[config.mk]
export PLATFORM = sky130hd
export DESIGN_NAME = pc_flow_ctrl_flat
export DESIGN_NICKNAME = d
export VERILOG_FILES = /design/src/rtl/pc_flow_ctrl_if.sv /design/src/rtl/pc_flow_ctrl.sv /design/src/flat_wrapper.sv
export SDC_FILE = /design/constraint.sdc
export NUM_CORES = 1
export LEC_CHECK = 0
export BUFFER_PORTS_ARGS = -buffer_cell sky130_fd_sc_hd__buf_2
export CAP_MARGIN = 10
export CORE_MARGIN = 2
export CORE_UTILIZATION = 51
export DETAILED_ROUTE_END_ITERATION = 10
export PLACE_DENSITY_LB_ADDON = 0.15
export SYNTH_ARGS = -nofsm -noshare
export SYNTH_HDL_FRONTEND = slang
export SYNTH_SLANG_ARGS = --single-unit
export TNS_END_PERCENT = 10
[constraint.sdc]
create_clock -name clk -period 2.5 [get_ports clk]
set_clock_uncertainty 0.15 [all_clocks]
set_input_delay 0.375 -clock clk [delete_from_list [all_inputs] [get_ports clk]]
set_output_delay 0.375 -clock clk [all_outputs]
set_load 0.01 [all_outputs]
[src/rtl/pc_flow_ctrl_if.sv]
// Fetch-flow control bundle between the decode/execute request side and the
// pc_flow_ctrl sequencer that steers PCIM and the decode flush.
interface pc_flow_ctrl_if #(
    parameter int unsigned ADDR_W = 8
);
    // requests from decode/execute
    logic              jmp_req;
    logic              br_req;
    logic              br_taken;
    logic [ADDR_W-1:0] tgt;
    logic              ld_use;
    logic              halt_req;
    logic              resume;
    logic              cnt_clr;

    // controls to PCIM / decode, plus debug
    logic              pc_mux_sel;
    logic [ADDR_W-1:0] jmp_loc;
    logic              Stall;
    logic              Stall_pm;
    logic              flush;
    logic [2:0]        state;
    logic [15:0]       lost_cnt;

    modport master (
        output jmp_req, br_req, br_taken, tgt, ld_use, halt_req, resume, cnt_clr,
        input  pc_mux_sel, jmp_loc, Stall, Stall_pm, flush, state, lost_cnt
    );

    modport slave (
        input  jmp_req, br_req, br_taken, tgt, ld_use, halt_req, resume, cnt_clr,
        output pc_mux_sel, jmp_loc, Stall, Stall_pm, flush, state, lost_cnt
    );
endinterface

[src/rtl/pc_flow_ctrl.sv]
// Fetch-flow controller: sequences jump/branch redirects, load-use freezes and
// halt into PCIM control (pc_mux_sel, jmp_loc, Stall, Stall_pm) and a decode
// flush. Requests are only honoured in RUN. Keeps a saturating lost-cycle count.
module pc_flow_ctrl #(
    parameter int unsigned ADDR_W       = 8,
    parameter int unsigned FLUSH_CYC    = 2,
    parameter int unsigned LD_STALL_CYC = 1
) (
    input  logic           clk,
    input  logic           reset,
    pc_flow_ctrl_if.slave  bus
);

    typedef enum logic [2:0] {
        RUN   = 3'd0,
        REDIR = 3'd1,
        FLUSH = 3'd2,
        LDSTL = 3'd3,
        HALT  = 3'd4
    } state_t;

    localparam logic [3:0] FLUSH_LOAD = 4'(FLUSH_CYC - 1);
    localparam logic [3:0] LDSTL_LOAD = 4'(LD_STALL_CYC - 1);

    state_t            r_state;
    logic [3:0]        r_cnt;
    logic              r_pc_mux_sel;
    logic [ADDR_W-1:0] r_jmp_loc;
    logic              r_stall;
    logic              r_stall_pm;
    logic              r_flush;
    logic [15:0]       r_lost_cnt;

    logic              w_redirect;

    assign w_redirect = bus.jmp_req | (bus.br_req & bus.br_taken);

    // FSM: outputs are registered from the state being entered, so every
    // control line is valid for exactly the cycles spent in that state.
    always_ff @(posedge clk or negedge reset) begin
        if (!reset) begin
            r_state      <= RUN;
            r_cnt        <= '0;
            r_pc_mux_sel <= 1'b0;
            r_jmp_loc    <= '0;
            r_stall      <= 1'b0;
            r_stall_pm   <= 1'b0;
            r_flush      <= 1'b0;
        end else begin
            r_pc_mux_sel <= 1'b0;
            r_stall      <= 1'b0;
            r_stall_pm   <= 1'b0;
            r_flush      <= 1'b0;
            case (r_state)
                RUN: begin
                    if (bus.halt_req) begin
                        r_state    <= HALT;
                        r_stall    <= 1'b1;
                        r_stall_pm <= 1'b1;
                        r_flush    <= 1'b1;
                    end else if (w_redirect) begin
                        r_state      <= REDIR;
                        r_jmp_loc    <= bus.tgt;
                        r_pc_mux_sel <= 1'b1;
                        r_flush      <= 1'b1;
                    end else if (bus.ld_use) begin
                        r_state    <= LDSTL;
                        r_cnt      <= LDSTL_LOAD;
                        r_stall    <= 1'b1;
                        r_stall_pm <= 1'b1;
                        r_flush    <= 1'b1;
                    end
                end
                REDIR: begin
                    r_state <= FLUSH;
                    r_cnt   <= FLUSH_LOAD;
                    r_flush <= 1'b1;
                end
                FLUSH: begin
                    if (r_cnt == '0) begin
                        r_state <= RUN;
                    end else begin
                        r_cnt   <= r_cnt - 4'd1;
                        r_flush <= 1'b1;
                    end
                end
                LDSTL: begin
                    if (r_cnt == '0) begin
                        r_state <= RUN;
                    end else begin
                        r_cnt      <= r_cnt - 4'd1;
                        r_stall    <= 1'b1;
                        r_stall_pm <= 1'b1;
                        r_flush    <= 1'b1;
                    end
                end
                HALT: begin
                    if (bus.resume) begin
                        r_state <= RUN;
                    end else begin
                        r_stall    <= 1'b1;
                        r_stall_pm <= 1'b1;
                        r_flush    <= 1'b1;
                    end
                end
                default: begin
                    r_state <= RUN;
                    r_cnt   <= '0;
                end
            endcase
        end
    end

    // Lost-cycle counter: counts cycles already spent stalled or flushed.
    always_ff @(posedge clk or negedge reset) begin
        if (!reset) begin
            r_lost_cnt <= '0;
        end else if (bus.cnt_clr) begin
            r_lost_cnt <= '0;
        end else if ((r_stall | r_flush) && (r_lost_cnt != '1)) begin
            r_lost_cnt <= r_lost_cnt + 16'd1;
        end
    end

    assign bus.pc_mux_sel = r_pc_mux_sel;
    assign bus.jmp_loc    = r_jmp_loc;
    assign bus.Stall      = r_stall;
    assign bus.Stall_pm   = r_stall_pm;
    assign bus.flush      = r_flush;
    assign bus.state      = r_state;
    assign bus.lost_cnt   = r_lost_cnt;

endmodule

[src/flat_wrapper.sv]
// flat-port wrapper written by rule: the top's interface ports become plain ports
module pc_flow_ctrl_flat 
#(
    parameter int unsigned ADDR_W       = 8,
    parameter int unsigned FLUSH_CYC    = 2,
    parameter int unsigned LD_STALL_CYC = 1
)
  (clk, reset, bus_jmp_req, bus_br_req, bus_br_taken, bus_tgt, bus_ld_use, bus_halt_req, bus_resume, bus_cnt_clr, bus_pc_mux_sel, bus_jmp_loc, bus_Stall, bus_Stall_pm, bus_flush, bus_state, bus_lost_cnt);
  pc_flow_ctrl_if #(.ADDR_W(ADDR_W)) bus_i ();
  input  logic clk;
  input  logic reset;
  input wire logic [$bits(bus_i.jmp_req)-1:0] bus_jmp_req;
  input wire logic [$bits(bus_i.br_req)-1:0] bus_br_req;
  input wire logic [$bits(bus_i.br_taken)-1:0] bus_br_taken;
  input wire logic [$bits(bus_i.tgt)-1:0] bus_tgt;
  input wire logic [$bits(bus_i.ld_use)-1:0] bus_ld_use;
  input wire logic [$bits(bus_i.halt_req)-1:0] bus_halt_req;
  input wire logic [$bits(bus_i.resume)-1:0] bus_resume;
  input wire logic [$bits(bus_i.cnt_clr)-1:0] bus_cnt_clr;
  output wire logic [$bits(bus_i.pc_mux_sel)-1:0] bus_pc_mux_sel;
  output wire logic [$bits(bus_i.jmp_loc)-1:0] bus_jmp_loc;
  output wire logic [$bits(bus_i.Stall)-1:0] bus_Stall;
  output wire logic [$bits(bus_i.Stall_pm)-1:0] bus_Stall_pm;
  output wire logic [$bits(bus_i.flush)-1:0] bus_flush;
  output wire logic [$bits(bus_i.state)-1:0] bus_state;
  output wire logic [$bits(bus_i.lost_cnt)-1:0] bus_lost_cnt;
  assign bus_i.jmp_req = bus_jmp_req;
  assign bus_i.br_req = bus_br_req;
  assign bus_i.br_taken = bus_br_taken;
  assign bus_i.tgt = bus_tgt;
  assign bus_i.ld_use = bus_ld_use;
  assign bus_i.halt_req = bus_halt_req;
  assign bus_i.resume = bus_resume;
  assign bus_i.cnt_clr = bus_cnt_clr;
  assign bus_pc_mux_sel = bus_i.pc_mux_sel;
  assign bus_jmp_loc = bus_i.jmp_loc;
  assign bus_Stall = bus_i.Stall;
  assign bus_Stall_pm = bus_i.Stall_pm;
  assign bus_flush = bus_i.flush;
  assign bus_state = bus_i.state;
  assign bus_lost_cnt = bus_i.lost_cnt;
  pc_flow_ctrl #(.ADDR_W(ADDR_W), .FLUSH_CYC(FLUSH_CYC), .LD_STALL_CYC(LD_STALL_CYC)) u_core (.clk(clk), .reset(reset), .bus(bus_i));
endmodule
# Word-level counts from Yosys, hierarchy flattened
# Cells that the tools add are included.
[classes]
n_eq_ne = 12
bitwise_logic = 5
muxes = 25
n_addsub = 2
n_reduce_logical = 8
[op_table]
columns = ["op", "n"]
rows = [
  ["$mux 16", 2],
  ["$add 16x1->16 const B", 1],
  ["$mux 4", 4],
  ["$ne 16x16->1 const B", 1],
  ["$pmux 4 s4", 1],
  ["$mux 3", 5],
  ["$pmux 3 s4", 1],
  ["$mux 1", 10],
  ["$ne 2x2->1 const B", 5],
  ["$eq 3x2->1 const B", 2],
  ["$reduce_and 3->1", 2],
  ["$reduce_and 5->1", 1],
  ["$logic_not 4->1", 1],
  ["$ne 4x3->1 const B", 1],
  ["$pmux 1 s4", 1],
  ["$sub 4x1->4 const B", 1],
  ["$eq 3x1->1 const B", 1],
  ["$eq 3x3->1 const B", 1],
  ["$logic_not 3->1", 1],
  ["$pmux 1 s3", 1],
  ["$ne 2x1->1 const B", 1],
  ["$not 1->1", 2],
  ["$or 1x1->1", 2],
  ["$reduce_bool 2->1", 1],
  ["3 further kinds", 3],
]
[word_totals]
ff_bits = 34
elab_cells = 59
in_bits = 17
output_inout_bits = 31

# Depth between registers and ports, before layout
# Gate-level depths: netlist of the first run.
[logic_depth]
depth_word = 5
mapped_depth = 6
depth_no_buf = 6

# Least setup slack after synthesis of the first run
# OpenSTA, ideal clock, no wires.
[synth_timing]
path_kind = "register to register"
startpoint = "reg u_core.r_lost_cnt[0] (netlist: u_core.bus.lost_cnt[0])"
endpoint = "reg u_core.r_lost_cnt[2] (netlist: u_core.bus.lost_cnt[2])"
setup_time_ns = 0.086
stages_incl_launch_ff = 7
arrival_time_ns = 1.719
required_ns = 2.264
period_less_slack_ns = 1.955
path_slack_ns = 0.545
path_buffers = 1
path_cell_list = "dfrtp_1 > ha_1 > nand4_1 > nor4_2 > buf_2 > and4b_1 > nor3_1"
[synth_via]
elab_chain_len = 3
elab_cells_between_ends = 6
cone_classes = "add/sub (1); eq/ne (1); mux (2); reduce/logical (2)"
[synth_rtl]
columns = ["element", "line_no", "text"]
rows = [
  ["from (decl)", "pc_flow_ctrl.sv:32", "logic [15:0] r_lost_cnt;"],
  ["from (signal assigned)", "pc_flow_ctrl.sv:121", "r_lost_cnt <= r_lost_cnt + 16'd1;"],
  ["$add 16x1->16 or $ne 16x16->1 (tied branches)", "pc_flow_ctrl.sv:121, pc_flow_ctrl.sv:120", ""],
  ["$mux 16 or $logic_and 1x1->1 (tied branches)", "pc_flow_ctrl.sv:120", "end else if ((r_stall | r_flush) && (r_lost_cnt != '1)) begin"],
  ["$mux 16 or $reduce_bool 2->1 (tied branches)", "-", ""],
]
# Several ways; a longest one is shown, not always the timed one. The select of a mux whose other input is x is not followed.
# A chain may end at the register's enable or synchronous reset.

# Final worst setup path of the first run
# Same ends and word-level chain as after synthesis.

==> results of run 1 <==
==> per-stage QoR <==
step / utilization / total power [mW] / std cells / hold slack (ps)
6_report: 0.622 / 1.82 / 261 / 94.2
5_1_grt: 0.622 / 1.97 / 261 / 84.9
4_1_cts: 0.622 / 1.84 / 261 / 76.8
2_1_floorplan: - / 1.28 / 165 / -70.6
3_5_place_dp: 0.600 / 1.52 / 252 / 332
3_3_place_gp: 0.600 / 1.49 / 252 / 328
==> placed cells by master, fill, tap and decap left out, drive strengths merged, types with 5 or more instances in the layout <==
cell and instances:
or4 8, o31ai 8, buf 48, nand2 10, nor2 5, inv 9, a21oi 16, dfrtp 34
nand4 5, o21ai 9, mux2 8, nand3 6, clkbuf 7, or3 5
==> how the worst max path moves through the flow <==
| stage | from | endpoint | cells after the start |
|---|---|---|---|
| finish | u_core.bus.lost_cnt[0] | u_core.bus.lost_cnt[2] | 6 |
| global route | u_core.bus.lost_cnt[0] | u_core.bus.lost_cnt[2] | 6 |
| detailed placement | u_core.r_cnt[0] | u_core.r_cnt[0] | 6 |
| floorplan | u_core.bus.lost_cnt[0] | u_core.bus.lost_cnt[2] | 6 |
| global placement | u_core.r_cnt[0] | u_core.r_cnt[0] | 6 |
| CTS | u_core.bus.lost_cnt[0] | u_core.bus.lost_cnt[2] | 6 |
==> repair_timing <==
item | CTS | global route
hold buffers | 1 | 0
resized for setup | 0 | 0
endpoints found under the hold margin | 34 | 0
==> flip-flops by register name (all words and copies together) (netlist names) <==
signal / count
u_core.bus.lost_cnt: 16
u_core.bus.jmp_loc: 8
u_core.r_cnt: 4
u_core.bus.state: 3
u_core.bus.Stall_pm: 1
u_core.bus.flush: 1
u_core.bus.pc_mux_sel: 1
==> cells by family (layout without fill, tap and decap cells) <==
kind of cell,after synthesis,after routing
flip-flops,34,34
adder cells (fa/ha/maj),2,2
AO/OA/AOI/OAI,49,49
XOR/XNOR,1,1
buffers and inverters,16,66
AND/OR/NAND/NOR,54,54
multiplexers,9,9
==> synth_stat cells, types with 3 or more instances <==
cell,instances
o21ai_0,9
nand2_1,10
o31ai_1,8
mux2_2,8
or3_1,4
a21oi_1,16
inv_1,9
buf_2,3
nor2_1,5
nand3_1,6
o41ai_1,3
nand4_1,4
nor3_1,3
or4_1,8
a32o_1,3
dfrtp_1,34
==> metal layers <==
layer	up-vias	part of all wire
li1	733	-
met1	733	0.40
met2	54	0.53
met3	10	0.050
met4	0	0.019
met5	-	0
==> layout make-up <==
| class | instances | area, sq um |
|---|---|---|
| Fill cell | 273 | 1240 |
| Sequential cell | 34 | 851 |
| Multi-Input combinational cell | 115 | 787 |
| Timing Repair Buffer | 49 | 253 |
| Tap cell | 46 | 57.6 |
| Clock buffer | 7 | 55.1 |
| Inverter | 9 | 33.8 |
| Clock inverter | 1 | 5.00 |
==> power by group through the flow <==
stage | registers [mW] | clock network (mW) | logic (mW)
finish | 0.826 | 0.320 | 0.678
global route | 0.853 | 0.360 | 0.754
CTS | 0.828 | 0.332 | 0.684
detailed placement | 0.837 | 0 | 0.681
global placement | 0.828 | 0 | 0.659
floorplan | 0.871 | 0 | 0.411
==> worst max-delay path: stages, from the launching register on <==
cell,delay (ps)
dfrtp_1,440
ha_1,260
nand4_1,260
nor4_2,270
buf_4,210
and4b_1,210
nor3_1,170
==> flow_summary.ini, run 1 <==
[worst_hold_path]
holdPathStages = 2
hp-class = primary input to flip-flop
whs_endpoint = u_core.bus.flush
holdCritStartpoint = bus_resume

[synth]
synthAdderAreaFrac = 0.0146
ys_seq_elements = 34
syn_area_sq_um = 1710
ys.warnings.count = 0
synth_top_family_by_area = simple AND/OR/NAND/NOR gates
syn_avg_cell_area_sq_um = 10.4
syn_nets = 184
yosysTopAreaCell = dfrtp_1
yosys-top-cells-area = dfrtp_1 50%, mux2_2 5.3%, a21oi_1 4.7%
synth_cell_types = 41
synth_compound_area_frac = 0.188
yosys.area.top_type_share = 0.497
yosys.area_share.simple = 0.194
synth.area.mux_share = 0.0585
synth_edf_count = 0
synth-seq-area-share = 0.497
synthXorXnorAreaFrac = 0.00512
ys.flop_type = dfrtp_1
synthArstFlopShare = 1.00
synthCells = 165

[finish]
final_cell_area_sq_um = 2040
area_growth_pct = 19.4
final_nets = 233
num_antenna_cells = 0
drive_above_1_share = 0.312

[global_routing]
grt_pass1_vias = 1320
busiest_layer = met2
grt_pass1_wl_mm = 5.92
overflow = 0
antenna_found_initial = 0
grt_use_met1 = 0.248
track_usage = 0.213
grt_use_met3 = 0.0642
met2_usage = 0.368
grt_start_max_net_pins = 35

[place]
place_congestion = 0.820
port-buffer-count = 47
dp_slack_ps = 503
dpl_cell_area_sq_um = 1970
hpwlAfterDp_mm = 2.77

[timing]
max_slew.worst_pin.slew_ps = 742
finalWorstSetupSlack_ps = 449
setup_viol_count_final = 0
min_period_ps = 2050
fin_setup_tns_ps = 0
slew_violations = 0
maxSlewHeadroom = 0.505
rsz0062_at_grt = no
timing.fmax_mhz = 488
final_hold_viol_count = 0
finalCritPeriodShare = 0.820

[route]
first_pass_iters = 4
post_drt_wl_per_cell_um = 14.3
drc = 0
antenna_left = 0
vias = 1530
drtIter0Drc = 109
wl_mm = 3.73
avgViaCountPerCell = 5.86

[worst_setup_path]
cp.required_ps = 2600
crit_fanout = 14
path_class = flip-flop to flip-flop
critPathCaptureType = flip-flop
reg2reg_depth = 6
crit_arrival_ps = 2150
worst_setup_path_start_kind = flip-flop
rrSetupSlack_ps = 450
r2r_start = u_core.bus.lost_cnt[0]
r2r-end = u_core.bus.lost_cnt[2]

[power_and_ir_drop]
power_density_nw_per_um2 = 894
p_leak_nw = 0.931
power_frac_comb = 0.372
ir_drop_mv = 0.480
p_seq_frac = 0.453
p_switching_mw = 0.682
p_int_mw = 1.14
clockPowerShare = 0.176
p_sw_frac = 0.374

[die]
core-area_sq_um = 3280
die_height_um = 61.9
die_x_um = 61.9
ios = 48
dieArea_sq_um = 3830
fp-row-count = 21
initial_utilization = 0.521

[run_status]
status = finished clean

[cts]
clock_latency_ps = 340
cts_sinks = 34
clockBufferDepth = 2
cts_inserted_buffers = 5
clk_pin_slew_worst_paths_ps = 100
cts-root-buf = clkbuf_4
htree_num_levels = 2
cts_post_setup_buffers_inserted = 0
cts_tree = done

[flow_run]
max-cap-violations = 0
Note: power is estimated with default switching activity, not from simulation.
==> inputs of run 2 (changes only) <==
Settings changed: CORE_UTILIZATION 51 to 46.
Clock period 2.5 ns to 1.8 ns, I/O delays scaled along.
==> flow_summary.ini, run 2 (synthesis gave the netlist of run 1 again) <==
[cts]
htree_num_levels = 2
clk_pin_slew_worst_paths_ps = 70
clockBufferDepth = 2
clock_latency_ps = 280
cts_tree = done
cts-root-buf = clkbuf_8
cts_sinks = 34
cts_inserted_buffers = 5

[die]
die_x_um = 65.0
initial_utilization = 0.474
dieArea_sq_um = 4220
ios = 48
fp-row-count = 22
core-area_sq_um = 3610
die_height_um = 65.0

[power_and_ir_drop]
power_density_nw_per_um2 = 1230
ir_drop_mv = 0.738
finalPower_mw = 2.92
p_switching_mw = 1.01
p_seq_frac = 0.386
power_frac_comb = 0.392
clockPowerShare = 0.222
p_int_mw = 1.91
p_sw_frac = 0.347
p_leak_nw = 1.14

[global_routing]
grt_pass1_vias = 1544
track_usage = 0.202
overflow = 0
antenna_found_initial = 0
grt_start_max_net_pins = 35
grt_pass1_wl_mm = 6.72

[timing]
slew_violations = 0
setup_viol_count_final = 5
rsz0062_at_grt = yes
finalCritPeriodShare = 1.04
finalWorstSetupSlack_ps = -67.8
fin_setup_tns_ps = -160
holdWs_ps = 56.2
max_slew.worst_pin.slew_ps = 544
final_hold_viol_count = 0
min_period_ps = 1870
timing.fmax_mhz = 535
maxSlewHeadroom = 0.628

[finish]
final_nets = 265
mostFrequentLayoutCell = buf_2
final_util = 0.661
drive_above_1_share = 0.449
instances_no_fill = 295
final_cell_area_sq_um = 2380
multiInputGateArea_sq_um = 835
fillers = 311
area_growth_pct = 39.4
num_antenna_cells = 0
largest_reg_flops = 16
layout_common_cells = 48 x buf_2, 34 x dfrtp_1, 31 x buf_4
regArea_sq_um = 851

[route]
avgViaCountPerCell = 5.65
wl_mm = 4.29
vias = 1666
post_drt_wl_per_cell_um = 14.5
antenna_left = 0
drc = 0
first_pass_iters = 4
drtIter0Drc = 78

[worst_setup_path]
rrSetupSlack_ps = -70
crit_fanout = 3
path_class = flip-flop to flip-flop
worst_setup_path_start_kind = flip-flop
critPathCaptureType = flip-flop
r2r-end = u_core.bus.lost_cnt[6]
path_depth = 5
cp.required_ps = 1860
crit_path_cell_trace = ha_2 > nand4_1 > buf_4 > or4_1 > a21oi_2
cp_slowest_stage_delay_ps = 530
r2r_start = u_core.bus.lost_cnt[1]
crit_family = simple AND/OR/NAND/NOR gates
crit_arrival_ps = 1930
crit_buf_inv = 1
reg2reg_depth = 5
critical_path.slowest_cell = or4_1

[place]
hpwlAfterDp_mm = 3.02
dpl_cell_area_sq_um = 2170
place_inst = 280
port-buffer-count = 47
place_congestion = 0.788
dp_slack_ps = -12.3

[worst_hold_path]
holdCritStartpoint = bus_resume
holdPathStages = 2
whs_endpoint = u_core.bus.flush
hp-class = primary input to flip-flop

[run_status]
status = finished with violations
violations = setup timing

[flow_run]
max-cap-violations = 0
run 2: cell types whose count changed in the layout (fill, tap and decap cells not counted), sizes merged:
cell / delta
clkinv: -1
buf: +32
clkbuf: +1
run 2: repair_timing:
action	4_1_cts	5_1_grt
pin swaps	1	5
endpoints found under the hold margin	34	0
cloned	0	1
endpoints found under the setup margin	1	16
hold buffers	1	0
setup buffers	1	4
resized for setup	1	15
run 2: area by class of cell:
cell class,count,share of cell area
Sequential cell,34,0.357
Multi-Input combinational cell,115,0.350
Timing Repair Buffer,81,0.207
Clock buffer,8,0.0462
Tap cell,48,0.0252
Inverter,9,0.0142
run 2: how the worst max path moves through the flow:
stage / slack, ps / startpoint / endpoint
global placement: 50 / u_core.bus.lost_cnt[0] / u_core.bus.lost_cnt[5]
floorplan: -160 / u_core.bus.lost_cnt[0] / u_core.bus.lost_cnt[2]
finish: -70 / u_core.bus.lost_cnt[1] / u_core.bus.lost_cnt[6]
global route: -140 / u_core.bus.lost_cnt[1] / u_core.bus.lost_cnt[6]
CTS: 4 / u_core.bus.lost_cnt[0] / u_core.bus.lost_cnt[2]
detailed placement: -10 / u_core.bus.lost_cnt[0] / u_core.bus.lost_cnt[2]
run 2: routing by layer:
layer  vias up  global-route usage  part of all wire  wire length (um)
li1        797                   -                 -                 -
met1       820               0.239              0.42              1800
met2        47               0.371              0.53              2280
met3         2              0.0434             0.045               191
met4         0              0.0452            0.0044                19
met5         -                   0                 0                 0
run 2: power by group through the flow:
| stage | clock network, mW | logic, mW | registers [mW] |
|---|---|---|---|
| 2_1_floorplan | 0 | 0.571 | 1.21 |
| 3_5_place_dp | 0 | 1.09 | 1.14 |
| 3_3_place_gp | 0 | 1.06 | 1.12 |
| 6_report | 0.649 | 1.14 | 1.13 |
| 4_1_cts | 0.670 | 1.10 | 1.12 |
| 5_1_grt | 0.702 | 1.25 | 1.16 |
==> inputs of run 3 (changes only) <==
Settings changed: SETUP_SLACK_MARGIN set to 0.2.
==> flow_summary.ini, run 3 (synthesis gave the netlist of run 1 again) <==
[place]
place_inst = 275
place_congestion = 0.808
port-buffer-count = 47
dpl_cell_area_sq_um = 2140
hpwlAfterDp_mm = 3.05
dp_slack_ps = -14.0

[die]
core-area_sq_um = 3610
die_height_um = 65.0
dieArea_sq_um = 4220
ios = 48
die_x_um = 65.0
initial_utilization = 0.474
fp-row-count = 22

[cts]
cts_sinks = 34
clock_latency_ps = 280
cts_tree = done
cts-root-buf = clkbuf_8
cts_inserted_buffers = 5
clk_pin_slew_worst_paths_ps = 70
htree_num_levels = 2
clockBufferDepth = 2

[route]
antenna_left = 0
drtIter0Drc = 106
post_drt_wl_per_cell_um = 15.5
avgViaCountPerCell = 5.71
wl_mm = 4.57
first_pass_iters = 4
drc = 0
vias = 1679

[worst_setup_path]
crit_arrival_ps = 1870
reg2reg_depth = 5
path_class = flip-flop to flip-flop
r2r_start = u_core.bus.lost_cnt[1]
cp.required_ps = 1860
r2r-end = u_core.bus.lost_cnt[10]
worst_setup_path_start_kind = flip-flop
crit_start = u_core.bus.lost_cnt[1]
crit_fanout = 4
critPathCaptureType = flip-flop
rrSetupSlack_ps = -20

[timing]
rsz0062_at_grt = yes
maxSlewHeadroom = 0.588
finalWorstSetupSlack_ps = -17.1
setup_viol_count_final = 1
final_hold_viol_count = 0
min_period_ps = 1820
max_slew.worst_pin.slew_ps = 603
timing.fmax_mhz = 550
finalCritPeriodShare = 1.01
slew_violations = 0

[finish]
instances_no_fill = 294
num_antenna_cells = 0
final_nets = 264
drive_above_1_share = 0.512
fillers = 294
area_growth_pct = 43.1
mostFrequentLayoutCell = buf_2
final_util = 0.679
largest_reg_flops = 16
final_cell_area_sq_um = 2450
layout_common_cells = 48 x buf_2, 30 x buf_4, 29 x dfrtp_1

[global_routing]
met2_usage = 0.370
grt_start_max_net_pins = 21
grt_use_met3 = 0.0573
track_usage = 0.218
overflow = 0
antenna_found_initial = 0
grt_pass1_vias = 1611
busiest_layer = met2
grt_pass1_wl_mm = 7.20
grt_use_met1 = 0.278

[flow_run]
max-cap-violations = 0

[power_and_ir_drop]
p_leak_nw = 1.13
ir_drop_mv = 0.838
power_density_nw_per_um2 = 1270

[worst_hold_path]
holdCritStartpoint = bus_resume
holdPathStages = 2
hp-class = primary input to flip-flop
whs_endpoint = u_core.bus.flush

[run_status]
violations = setup timing
status = finished with violations
==> run 3: metal layers <==
metal	vias up	part of all wire
met5	-	0
met2	56	0.53
met3	7	0.047
met4	0	0.0090
li1	796	-
met1	820	0.42
==> run 3: final cells by class <==
| type | count | area [sq um] | area share |
|---|---|---|---|
| clock inverters | 3 | 40.0 | 0.0164 |
| repair buffers | 80 | 487 | 0.199 |
| well taps | 48 | 60.1 | 0.0245 |
| multi-input cells | 115 | 901 | 0.368 |
| flip-flops and latches | 34 | 857 | 0.350 |
| clock buffers | 5 | 68.8 | 0.0281 |
| inverters | 9 | 33.8 | 0.0138 |
==> run 3: worst max-delay path: stages (launching register included) <==
cell,delay (ps)
dfrtp_1,370
ha_2,200
and4_1,260
nand2_2,110
or4_1,490
a21oi_1,160
==> run 3: how the worst max path moves through the flow <==
stage	to	slack [ps]	cells after the start
6_report	u_core.bus.lost_cnt[10]	-20	5
5_1_grt	u_core.bus.lost_cnt[11]	-120	7
4_1_cts	u_core.bus.lost_cnt[2]	20	6
3_5_place_dp	u_core.bus.lost_cnt[6]	-10	5
3_3_place_gp	u_core.bus.lost_cnt[14]	40	4
2_1_floorplan	u_core.bus.lost_cnt[2]	-160	6
==> run 3: repair_timing <==
action	4_1_cts	5_1_grt
hold buffers	1	0
setup endpoints to repair	30	32
setup buffers	3	6
resized for setup	10	22
hold endpoints to repair	18	0
pin swaps	6	8
cloned	1	0
==> run 3: per-stage QoR <==
stage	hold WS [ps]	power, mW	setup TNS (ps)
after floorplan	-176	1.78	-275
after global placement	81.8	2.18	0
after detailed placement	87.8	2.23	-14.1
after CTS	29.6	2.93	0
after global routing	44.2	3.32	-914
final	38.4	3.10	-17.1
==> run 3: power by group <==
| part | switching [mW] | leakage [nW] | internal (mW) |
|---|---|---|---|
| Combinational | 0.645 | 0.630 | 0.634 |
| Clock | 0.278 | 0.0579 | 0.407 |
| Sequential | 0.166 | 0.437 | 0.972 |
| Total | 1.09 | 1.13 | 2.01 |
